$ cat src/rtl/seg_display_scanner_if.sv
// Front-panel display bus: shadow-buffer writes and commit requests in,
// scan status and multiplexed anode/segment drives out.
interface seg_display_scanner_if #(
    parameter int NUM_DIGITS = 4,
    parameter int PWM_BITS   = 3
);
    localparam int DW = $clog2(NUM_DIGITS);

    logic                  wr_en;
    logic [DW-1:0]         wr_digit;
    logic [7:0]            wr_seg;
    logic                  wr_blink;
    logic                  commit;
    logic [PWM_BITS-1:0]   brightness;
    logic                  commit_pend;
    logic                  frame_tick;
    logic [NUM_DIGITS-1:0] an;
    logic [7:0]            seg;

    modport master (
        output wr_en, wr_digit, wr_seg, wr_blink, commit, brightness,
        input  commit_pend, frame_tick, an, seg
    );

    modport slave (
        input  wr_en, wr_digit, wr_seg, wr_blink, commit, brightness,
        output commit_pend, frame_tick, an, seg
    );
endinterface

$ cat src/rtl/seg_display_scanner.sv
// Multiplexed 7-segment scanner with a shadow/active buffer pair, per-digit blink,
// PWM brightness and a one-cycle blank at every digit change.
//
// Commit FSM
//   state   | meaning
//   ST_IDLE | no commit outstanding; active buffer stable
//   ST_PEND | commit requested; shadow copied to active at next frame boundary
module seg_display_scanner #(
    parameter int NUM_DIGITS = 4,
    parameter int SCAN_DIV   = 200000,
    parameter int BLINK_DIV  = 64,
    parameter int PWM_BITS   = 3,
    parameter int ACTIVE_LOW = 1
) (
    input  logic                   clk,
    input  logic                   rst_n,
    seg_display_scanner_if.slave   bus
);
    localparam int   DW  = $clog2(NUM_DIGITS);
    localparam int   PW  = $clog2(SCAN_DIV);
    localparam int   BW  = (BLINK_DIV > 1) ? $clog2(BLINK_DIV) : 1;
    localparam logic POL = (ACTIVE_LOW != 0);

    typedef enum logic {ST_IDLE, ST_PEND} commit_state_t;

    commit_state_t         r_state, w_state_next;
    logic                  w_swap;

    logic [PW-1:0]         r_presc;
    logic [DW-1:0]         r_digit;
    logic [PWM_BITS-1:0]   r_pwm;
    logic [BW-1:0]         r_frame_cnt;
    logic                  r_blink_phase;
    logic                  r_frame_tick;

    logic [7:0]            r_shadow_seg [NUM_DIGITS];
    logic [7:0]            r_active_seg [NUM_DIGITS];
    logic [NUM_DIGITS-1:0] r_shadow_blink;
    logic [NUM_DIGITS-1:0] r_active_blink;

    logic [NUM_DIGITS-1:0] r_an;
    logic [7:0]            r_seg;

    logic                  w_tick;
    logic                  w_boundary;
    logic                  w_wr_ok;
    logic [NUM_DIGITS-1:0] w_an_next;
    logic [7:0]            w_seg_next;

    assign w_tick     = (r_presc == PW'(SCAN_DIV - 1));
    assign w_boundary = w_tick && (r_digit == DW'(NUM_DIGITS - 1));
    assign w_wr_ok    = bus.wr_en && ({1'b0, bus.wr_digit} < (DW + 1)'(NUM_DIGITS));

    always_ff @(posedge clk or negedge rst_n) begin
        if (!rst_n) begin
            r_state <= ST_IDLE;
        end else begin
            r_state <= w_state_next;
        end
    end

    // A commit arriving in the boundary cycle itself re-arms for the next frame.
    always_comb begin
        w_state_next = r_state;
        w_swap       = 1'b0;
        case (r_state)
            ST_IDLE: begin
                if (bus.commit) w_state_next = ST_PEND;
            end
            ST_PEND: begin
                if (w_boundary) begin
                    w_swap       = 1'b1;
                    w_state_next = bus.commit ? ST_PEND : ST_IDLE;
                end
            end
            default: w_state_next = ST_IDLE;
        endcase
    end

    always_ff @(posedge clk or negedge rst_n) begin
        if (!rst_n) begin
            r_presc       <= '0;
            r_digit       <= '0;
            r_pwm         <= '0;
            r_frame_cnt   <= '0;
            r_blink_phase <= 1'b0;
            r_frame_tick  <= 1'b0;
        end else begin
            r_pwm        <= r_pwm + PWM_BITS'(1);
            r_frame_tick <= w_boundary;
            if (w_tick) begin
                r_presc <= '0;
                r_digit <= (r_digit == DW'(NUM_DIGITS - 1)) ? '0 : r_digit + DW'(1);
            end else begin
                r_presc <= r_presc + PW'(1);
            end
            if (w_boundary) begin
                if (r_frame_cnt == BW'(BLINK_DIV - 1)) begin
                    r_frame_cnt   <= '0;
                    r_blink_phase <= ~r_blink_phase;
                end else begin
                    r_frame_cnt <= r_frame_cnt + BW'(1);
                end
            end
        end
    end

    // The swap reads pre-edge shadow, so a same-cycle write waits for the next commit.
    always_ff @(posedge clk or negedge rst_n) begin
        if (!rst_n) begin
            for (int i = 0; i < NUM_DIGITS; i++) begin
                r_shadow_seg[i] <= '0;
                r_active_seg[i] <= '0;
            end
            r_shadow_blink <= '0;
            r_active_blink <= '0;
        end else begin
            if (w_swap) begin
                for (int i = 0; i < NUM_DIGITS; i++) begin
                    r_active_seg[i] <= r_shadow_seg[i];
                end
                r_active_blink <= r_shadow_blink;
            end
            if (w_wr_ok) begin
                r_shadow_seg[bus.wr_digit]   <= bus.wr_seg;
                r_shadow_blink[bus.wr_digit] <= bus.wr_blink;
            end
        end
    end

    always_comb begin
        w_an_next  = '0;
        w_seg_next = '0;
        if (!w_tick) begin
            if (r_pwm <= bus.brightness) begin
                w_an_next = NUM_DIGITS'(1) << r_digit;
            end
            if (!(r_active_blink[r_digit] && r_blink_phase)) begin
                w_seg_next = r_active_seg[r_digit];
            end
        end
    end

    always_ff @(posedge clk or negedge rst_n) begin
        if (!rst_n) begin
            r_an  <= {NUM_DIGITS{POL}};
            r_seg <= {8{POL}};
        end else begin
            r_an  <= w_an_next ^ {NUM_DIGITS{POL}};
            r_seg <= w_seg_next ^ {8{POL}};
        end
    end

    assign bus.commit_pend = (r_state == ST_PEND);
    assign bus.frame_tick  = r_frame_tick;
    assign bus.an          = r_an;
    assign bus.seg         = r_seg;
endmodule
$ cat src/flat_wrapper.sv
// flat-port wrapper written by rule: the top's interface ports become plain ports
module seg_display_scanner_flat 
#(
    parameter int NUM_DIGITS = 4,
    parameter int SCAN_DIV   = 200000,
    parameter int BLINK_DIV  = 64,
    parameter int PWM_BITS   = 3,
    parameter int ACTIVE_LOW = 1
)
  (clk, rst_n, bus_wr_en, bus_wr_digit, bus_wr_seg, bus_wr_blink, bus_commit, bus_brightness, bus_commit_pend, bus_frame_tick, bus_an, bus_seg);
  seg_display_scanner_if #(.NUM_DIGITS(NUM_DIGITS), .PWM_BITS(PWM_BITS)) bus_i ();
  input  logic clk;
  input  logic rst_n;
  input wire logic [$bits(bus_i.wr_en)-1:0] bus_wr_en;
  input wire logic [$bits(bus_i.wr_digit)-1:0] bus_wr_digit;
  input wire logic [$bits(bus_i.wr_seg)-1:0] bus_wr_seg;
  input wire logic [$bits(bus_i.wr_blink)-1:0] bus_wr_blink;
  input wire logic [$bits(bus_i.commit)-1:0] bus_commit;
  input wire logic [$bits(bus_i.brightness)-1:0] bus_brightness;
  output wire logic [$bits(bus_i.commit_pend)-1:0] bus_commit_pend;
  output wire logic [$bits(bus_i.frame_tick)-1:0] bus_frame_tick;
  output wire logic [$bits(bus_i.an)-1:0] bus_an;
  output wire logic [$bits(bus_i.seg)-1:0] bus_seg;
  assign bus_i.wr_en = bus_wr_en;
  assign bus_i.wr_digit = bus_wr_digit;
  assign bus_i.wr_seg = bus_wr_seg;
  assign bus_i.wr_blink = bus_wr_blink;
  assign bus_i.commit = bus_commit;
  assign bus_i.brightness = bus_brightness;
  assign bus_commit_pend = bus_i.commit_pend;
  assign bus_frame_tick = bus_i.frame_tick;
  assign bus_an = bus_i.an;
  assign bus_seg = bus_i.seg;
  seg_display_scanner #(.NUM_DIGITS(NUM_DIGITS), .SCAN_DIV(SCAN_DIV), .BLINK_DIV(BLINK_DIV), .PWM_BITS(PWM_BITS), .ACTIVE_LOW(ACTIVE_LOW)) u_core (.clk(clk), .rst_n(rst_n), .bus(bus_i));
endmodule
$ cat config.mk
export PLATFORM = sky130hd
export DESIGN_NAME = seg_display_scanner_flat
export DESIGN_NICKNAME = d
export VERILOG_FILES = /design/src/rtl/seg_display_scanner_if.sv /design/src/rtl/seg_display_scanner.sv /design/src/flat_wrapper.sv
export SDC_FILE = /design/constraint.sdc
export NUM_CORES = 1
export LEC_CHECK = 0
export CORE_UTILIZATION = 53
export DETAILED_ROUTE_END_ITERATION = 10
export GPL_ROUTABILITY_DRIVEN = 1
export PLACE_DENSITY = 0.77
export SETUP_SLACK_MARGIN = 0.1
export SKIP_CTS_REPAIR_TIMING = 1
export SYNTH_ARGS = -nofsm -noshare
export SYNTH_HDL_FRONTEND = slang
export SYNTH_SLANG_ARGS = --single-unit
$ cat constraint.sdc
create_clock -name clk -period 2.4 [get_ports clk]
set_input_delay 0.72 -clock clk [delete_from_list [all_inputs] [get_ports clk]]
set_output_delay 0.72 -clock clk [all_outputs]
set_load 0.1 [all_outputs]
==> results of run 1 <==
cells in the final DEF, fill, tap and decap left out, types with 4 or more instances in the layout:
cell type        Yosys  routed
nand4_1             13      13
xor2_1               9       9
inv_1                7       7
buf_4                0      29
nand3_1             17      17
dfrtp_1            104     104
and3_1               4       4
clkbuf_16            0      17
ha_1                10      10
buf_12               0       5
mux2_2              44      44
bufinv_16            0       5
xnor2_1             10      10
mux2_1              30      30
nor2_1              12      12
dfstp_2             12      12
and4_1               4       4
clkdlybuf4s50_1      0      16
mux4_2               9       9
nand2_1             12      12
final cells by class:
cell class,count,area (um2)
Sequential cell,116,2920
Fill cell,610,2710
Multi-Input combinational cell,206,1900
Timing Repair Buffer,52,514
Clock buffer,19,442
Clock inverter,13,205
Tap cell,108,135
Inverter,7,26.3
registers in the layout, indices dropped and copies added (netlist names):
name	flops
u_core.r_active_blink	4
u_core.r_frame_cnt	6
u_core.bus.commit_pend	1
u_core.r_pwm	3
u_core.r_shadow_seg	32
u_core.r_shadow_blink	4
u_core.r_digit	2
u_core.r_blink_phase	1
u_core.bus.seg	8
u_core.r_active_seg	32
u_core.bus.frame_tick	1
u_core.bus.an	4
u_core.r_presc	18
report_power, final:
| part | switching, mW | internal (mW) |
|---|---|---|
| Sequential | 0.0589 | 2.07 |
| Clock | 0.900 | 1.84 |
| Combinational | 0.0991 | 0.130 |
| Total | 1.06 | 4.05 |
through the flow:
stage | hold WS [ns] | cells | setup WS, ns | utilization
floorplan | 0.418 | 345 | 0.136 | -
global placement | 0.435 | 485 | 0.170 | 0.613
detailed placement | 0.444 | 485 | 0.131 | 0.613
CTS | 0.136 | 517 | 0.0233 | 0.686
global route | 0.148 | 521 | 0.0784 | 0.694
finish | 0.128 | 521 | 0.115 | 0.694
logic make-up (layout without fill, tap and decap cells):
family	after synthesis	in the layout
buf+inv	23	91
simple gates	79	79
compound gates	14	14
mux	84	84
xor+xnor	19	19
flops	116	116
fa+ha+maj	10	10
layer usage:
metal | vias to the layer above | routed length [um] | part of all wire | global-route usage
li1 | 1363 | - | - | -
met1 | 1549 | 4260 | 0.44 | 0.275
met2 | 71 | 5000 | 0.51 | 0.361
met3 | 25 | 373 | 0.038 | 0.0537
met4 | 0 | 159 | 0.016 | 0.0884
met5 | - | 0 | 0 | 0
path summary, 6_finish.rpt:
check / start / end / slack, ns
worst min register to register: u_core.r_pwm[0] / u_core.r_pwm[0] / 0.45
worst max-delay path: u_core.r_presc[12] / u_core.r_blink_phase / 0.11
worst min-delay path: rst_n / u_core.r_active_seg[27] / 0.13
worst max register to register: u_core.r_presc[12] / u_core.r_blink_phase / 0.11
min in group clk: u_core.r_pwm[0] / u_core.r_pwm[0] / 0.45
max in group asynchronous: rst_n / u_core.bus.seg[0] / 1.53
==> flow_metrics.tcl, run 1 <==
set metrics [dict create \
    status "finished, final reports clean" \
    synth_seq_cells 116 \
    critPathTopFamily "simple AND/OR/NAND/NOR gates" \
    synth-simple-area-share 0.0917 \
    clkSinkCount 116 \
    maxCapViolations 0 \
    syn_area_um2 4910 \
    synth_edf_count 0 \
    synth_compound_area_frac 0.0194 \
    drt-wirelength-per-cell_um 18.8 \
    area_growth_pct 25.0 \
    viasPerCell 5.77 \
    finClkSkew_ns 0.00579 \
    syn_avg_cell_area_um2 14.2 \
    slowest_delay_ns 0.54 \
    grt_pass1_vias 3173 \
    finalCritPeriodShare 0.952 \
    vias 3008 \
    placed_area_um2 5430 \
    synth_top_area_frac 0.530 \
    period_needed_ns 2.29 \
    num_antenna_cells 0 \
    path_class "reg -> reg" \
    rsz0062_at_grt "false" \
    synth_seq_area_share 0.594 \
    numCtsBuffers 17 \
    htreeDepth 4 \
    antenna_left 0 \
    cp_data_arrival_time_ns 2.69 \
    drv_slew 0 \
    grt_pass1_wl_mm 15.8 \
    synth.most_common_cell "dfrtp_1" \
    synth_mux_area_frac 0.213 \
    endpoint_kind "flop" \
    gp_congestion 0.796 \
    max_slew_margin 0.731 \
    tns_ns 0 \
    peakVddDrop_uv 465 \
    cts_tree "built" \
    portBuffers 31 \
    grt_max_degree 47 \
    finalHoldViolations 0 \
    layout-drive-gt1-share 0.334 \
    synth_ff_type "dfrtp_1" \
    routed_wl_mm 9.79 \
    crit_fanout 6 \
    powerDensity_nw_per_um2 831 \
    synthXorXnorAreaFrac 0.0339 \
    netlist_top_cells_area "dfrtp_1, mux2_2, mux2_1" \
    syn_inst 345 \
    path_cells "nor4b_4, or4b_4, buf_4, or4_1, xnor2_1" \
    ios 32 \
    fin_nets 428 \
    async_flop_share 1.00 \
    worst_pin_slew_ns 0.403 \
    antenna_found_initial 0 \
    clkTransAtPathRegs_ns 0.06 \
    std_cell_rows 34 \
    crit_required_ns 2.80 \
    max_freq_ghz 0.438 \
    path_depth 5 \
    synthAdderAreaFrac 0.0255 \
    coreArea_um2 8850 \
    worst-path-buf-inv 1 \
    critPathSlowestCell "or4_1" \
    setup_viol 0 \
    drt-initial-drc-count 112 \
    clk_path_buf_depth 2 \
    synth.net_count 373 \
    total_power_mw 5.10 \
    drc 0 \
    hpwl_mm 5.85 \
    synth_area_leader_cell "dfrtp_1" \
    clk_latency_ns 0.52 \
    dr.pass1.iters 6 \
    yosysUniqueCellTypes 43 \
    critPathLaunchType "flop" \
    globalRouteTotalUtil 0.217 \
    rr_worst_depth 5 \
    cts_root_buf "clkbuf_8" \
    netlist_top_cells_count "dfrtp_1, mux2_2, mux2_1" \
    dieArea_um2 9660 \
    synth_warnings 0 \
    holdCritPathClass "in -> async" \
    final_cell_area_um2 6140 \
    start_util 0.555 \
    die_height_um 98.3 \
    gr-total-overflow 0 \
    synth_top_family_by_area "multiplexers" \
    p_leak_nw 2.85 \
    die_w_um 98.3 \
]
Note: power is estimated with default switching activity, not from simulation.
==> run 2: changes to the inputs <==
--- a/config.mk
+++ b/config.mk
@@ -10,7 +10,6 @@
 export GPL_ROUTABILITY_DRIVEN = 1
 export PLACE_DENSITY = 0.77
 export SETUP_SLACK_MARGIN = 0.1
-export SKIP_CTS_REPAIR_TIMING = 1
 export SYNTH_ARGS = -nofsm -noshare
 export SYNTH_HDL_FRONTEND = slang
 export SYNTH_SLANG_ARGS = --single-unit
==> flow_metrics.tcl, run 2 (synthesis results as in run 1) <==
set metrics [dict create \
    status "finished, final reports clean" \
    worst_pin_slew_ns 0.402 \
    dr.pass1.iters 7 \
    dieArea_um2 9660 \
    antenna_left 0 \
    cts_root_buf "clkbuf_8" \
    drv_slew 0 \
    viasPerCell 5.71 \
    final_cell_mix "dfrtp_1, mux2_2, buf_4" \
    gp_congestion 0.796 \
    reg_top3 "u_core.r_active_seg: 32 flops, u_core.r_shadow_seg: 32 flops, u_core.r_presc: 18 flops" \
    std_cell_rows 34 \
    p_leak_nw 2.86 \
    portBuffers 31 \
    max_slew_margin 0.732 \
    num_antenna_cells 0 \
    period_needed_ns 2.29 \
    finalHoldViolations 0 \
    cts_tree "built" \
    gr-total-overflow 0 \
    setup_viol 0 \
    die_w_um 98.3 \
    rsz0062_at_grt "true" \
    critPathTopFamily "simple AND/OR/NAND/NOR gates" \
    layout-drive-gt1-share 0.355 \
    holdCritPathClass "in -> async" \
    max_freq_ghz 0.436 \
    area_growth_pct 26.2 \
    final_cell_area_um2 6200 \
    numCtsBuffers 17 \
    clk_latency_ns 0.52 \
    tns_ns 0 \
    finalHoldWorstSlack_ns 0.138 \
    endpoint_kind "flop" \
    grt_util_met3 0.0573 \
    start_util 0.555 \
    fin_nets 429 \
    path_cells "nor4b_4, or4b_4, nor3_4, buf_6, buf_16, mux2_1" \
    cp_data_arrival_time_ns 2.68 \
    hpwl_mm 5.85 \
    postCtsHoldBufs 0 \
    grt_pass1_vias 3209 \
    path_class "reg -> reg" \
    drc 0 \
    final_common_cell "dfrtp_1" \
    ios 32 \
    crit_required_ns 2.79 \
    finClkSkew_ns 0.00792 \
    placed_area_um2 5430 \
    peakVddDrop_uv 504 \
    slowest_delay_ns 0.53 \
    globalRouteTotalUtil 0.225 \
    die_height_um 98.3 \
    use_met1 0.277 \
    finalCritPeriodShare 0.955 \
    grt_pass1_wl_mm 16.1 \
    drt-wirelength-per-cell_um 18.8 \
    clk_path_buf_depth 2 \
    critPathLaunchType "flop" \
    coreArea_um2 8850 \
    htreeDepth 4 \
    crit_fanout 9 \
    grtUsageMet2 0.371 \
    clkSinkCount 116 \
    finalNonFillerCells 522 \
    antenna_found_initial 0 \
    grt-busiest-layer "met2" \
    maxCapViolations 0 \
    drt-initial-drc-count 112 \
    worst-path-buf-inv 2 \
    grt_max_degree 47 \
    clkTransAtPathRegs_ns 0.06 \
    vias 2983 \
    critPathSlowestCell "or4b_4" \
    powerDensity_nw_per_um2 822 \
    final_util 0.701 \
    routed_wl_mm 9.79 \
    dp.cells 485 \
]
## run 2: changes by cell type in the layout (fill, tap and decap cells not counted)
cell,before,now
mux2_1,30,23
buf_16,0,1
mux2_4,0,7
dfrtp_2,0,1
buf_6,1,2
buf_4,29,28
dfrtp_1,104,103
## run 2: per-layer routing
metal,part of all wire,wire [um],vias to the layer above
met5,0,0,-
met2,0.50,4880,66
met3,0.040,388,25
li1,-,-,1366
met4,0.025,246,0
met1,0.44,4280,1526
## run 2: repair_timing
item,CTS,global route
setup buffers,0,2
pin swaps,1,2
gates cloned,1,2
endpoints found under the hold margin,0,0
resized for setup,4,9
endpoints found under the setup margin,37,36
## run 2: final timing paths
path | startpoint | end | slack, ns | cells past startpoint
setup / recovery | u_core.r_presc[14] | u_core.r_active_blink[0] | 0.11 | 6
hold / removal | rst_n | u_core.r_active_blink[2] | 0.14 | 1
setup reg to reg | u_core.r_presc[14] | u_core.r_active_blink[0] | 0.11 | 6
hold reg to reg | u_core.r_pwm[0] | u_core.r_pwm[0] | 0.45 | 1
max in group asynchronous | rst_n | u_core.bus.seg[0] | 1.53 | 2
min in group clk | u_core.r_pwm[0] | u_core.r_pwm[0] | 0.45 | 1
## run 2: layout make-up
cell class,instances,area [um2]
multi-input combinational,206,1930
inverter,7,26.3
tap,108,135
clock buffer,19,442
timing repair buffer,53,546
clock inverter,13,205
sequential,116,2920
fill,598,2650
## run 2: per-stage QoR
step	setup WS [ns]	total power, mW
after floorplan	0.136	2.27
after global placement	0.170	2.38
after detailed placement	0.131	2.39
after CTS	0.0856	5.13
after global routing	0.0410	5.26
final	0.108	5.10
## run 2: power by group
part,switching (mW),total [mW],internal (mW)
sequential,0.0589,2.13,2.07
combinational,0.0983,0.229,0.131
clock,0.894,2.74,1.84
total,1.05,5.10,4.05
==> run 3: changes to the inputs <==
--- a/config.mk
+++ b/config.mk
@@ -5,11 +5,11 @@
 export SDC_FILE = /design/constraint.sdc
 export NUM_CORES = 1
 export LEC_CHECK = 0
+export CORE_MARGIN = 2
 export CORE_UTILIZATION = 53
 export DETAILED_ROUTE_END_ITERATION = 10
 export GPL_ROUTABILITY_DRIVEN = 1
 export PLACE_DENSITY = 0.77
-export SETUP_SLACK_MARGIN = 0.1
 export SYNTH_ARGS = -nofsm -noshare
 export SYNTH_HDL_FRONTEND = slang
 export SYNTH_SLANG_ARGS = --single-unit
==> flow_metrics.tcl, run 3 (synthesis results as in run 1) <==
set metrics [dict create \
    cts_tree "built" \
    fin_nets 427 \
    finalHoldViolations 0 \
    swShare 0.238 \
    critPathSlowestCell "or4b_1" \
    die_height_um 100 \
    hpwl_mm 5.70 \
    final_cell_mix "dfrtp_1, mux2_2, buf_4" \
    powerDensity_nw_per_um2 789 \
    setup_slack_ns 0.103 \
    final_common_cell "dfrtp_1" \
    std_cell_rows 35 \
    multi_input_area_um2 1880 \
    finalNonFillerCells 523 \
    crit_fanout 36 \
    globalRouteTotalUtil 0.203 \
    path_cells "nor4b_2, or4b_1, nor3_4, buf_12, mux2_2" \
    finalCritPeriodShare 0.957 \
    area_growth_pct 22.1 \
    regArea_um2 2920 \
    viasPerCell 5.66 \
    die_w_um 100 \
    num_antenna_cells 0 \
    r2r_slack_ns 0.10 \
    dieArea_um2 10100 \
    routed_wl_mm 8.97 \
    path_class "reg -> reg" \
    max_freq_ghz 0.435 \
    drc 0 \
    rsz0062_at_grt "false" \
    vias 2960 \
    start_util 0.539 \
    antenna_left 0 \
    finClkSkew_ns 0.00873 \
    drt-initial-drc-count 150 \
    cts_root_buf "clkbuf_8" \
    timing.rr.end "u_core.r_active_seg[29]" \
    gr-total-overflow 0 \
    grt_pass1_vias 3135 \
    coreArea_um2 9110 \
    period_needed_ns 2.30 \
    htreeDepth 4 \
    post_cts_resized 0 \
    crit_start "u_core.r_presc[12]" \
    clk_path_buf_depth 2 \
    power.switching_mw 1.13 \
    postCtsHoldBufs 0 \
    intPower_mw 3.61 \
    finalHoldWorstSlack_ns 0.116 \
    clkTransAtPathRegs_ns 0.06 \
    portBuffers 31 \
    grt_max_degree 41 \
    p_clk_frac 0.502 \
    cp_data_arrival_time_ns 2.70 \
    endpoint "u_core.r_active_seg[29]" \
    post-cts-setup-buffer-count 0 \
    fill_cells 671 \
    gp_congestion 0.812 \
    combPwrFrac 0.049 \
    ios 32 \
    dr.pass1.iters 4 \
    grt_pass1_wl_mm 15.3 \
    peakVddDrop_uv 710 \
    timing.rr.start "u_core.r_presc[12]" \
    slowest_delay_ns 0.54 \
    antenna_found_initial 0 \
    clk_latency_ns 0.53 \
    numCtsBuffers 17 \
    reg_top3 "u_core.r_active_seg: 32 flops, u_core.r_shadow_seg: 32 flops, u_core.r_presc: 18 flops" \
    drt-wirelength-per-cell_um 17.1 \
    maxCapViolations 0 \
    drv_slew 0 \
    holdCritPathClass "in -> async" \
    p_leak_nw 2.78 \
    tns_ns 0 \
    max_slew_margin 0.737 \
    critPathLaunchType "flop" \
    worst_pin_slew_ns 0.395 \
    p_seq_frac 0.450 \
    setup_viol 0 \
    dp.cells 491 \
    rr_worst_depth 5 \
    crit_required_ns 2.80 \
    clkSinkCount 116 \
    endpoint_kind "flop" \
    pre_cts_ws_ns 0.101 \
    status "finished, final reports clean" \
    layout-drive-gt1-share 0.325 \
]
## run 3: final cells by class
cell class	instances	share of cell area
inverter	7	0.00438
clock inverter	14	0.0236
sequential	116	0.486
clock buffer	18	0.0697
tap	111	0.0232
multi-input combinational	206	0.314
timing repair buffer	51	0.0788
## run 3: power groups by stage
stage          clock [mW]  combinational (mW)  sequential, mW
2_1_floorplan           0               0.121            2.15
3_3_place_gp            0               0.224            2.15
3_5_place_dp            0               0.233            2.16
4_1_cts              2.42               0.237            2.13
5_1_grt              2.50               0.256            2.14
6_report             2.37               0.231            2.13
## run 3: through the flow
| step | area [um2] | total power, mW | utilization |
|---|---|---|---|
| 2_1_floorplan | 4910 | 2.27 | - |
| 3_3_place_gp | 5440 | 2.38 | 0.597 |
| 3_5_place_dp | 5440 | 2.39 | 0.597 |
| 4_1_cts | 6000 | 4.78 | 0.659 |
| 5_1_grt | 6000 | 4.90 | 0.659 |
| 6_report | 6000 | 4.73 | 0.659 |
## run 3: worst min path at each step
stage	start	endpoint	slack (ns)
2_1_floorplan	rst_n	u_core.bus.commit_pend	0.42
3_3_place_gp	u_core.r_pwm[0]	u_core.r_pwm[0]	0.43
3_5_place_dp	u_core.r_pwm[0]	u_core.r_pwm[0]	0.46
4_1_cts	rst_n	u_core.r_shadow_seg[22]	0.12
5_1_grt	rst_n	u_core.r_frame_cnt[3]	0.13
6_report	rst_n	u_core.r_frame_cnt[5]	0.12
## run 3: worst max-delay path, delay by kind of cell, from the launching register on
kind	cells	cell delay, ns
simple gates	3	1.14
flops	1	0.41
mux	1	0.36
buf+inv	1	0.26
## run 3: metal layers
layer / track usage / vias to the layer above / share of wire
met4: 0.0927 / 0 / 0.018
met2: 0.325 / 57 / 0.49
li1: - / 1359 / -
met5: 0 / - / 0
met3: 0.0529 / 16 / 0.035
met1: 0.260 / 1528 / 0.45
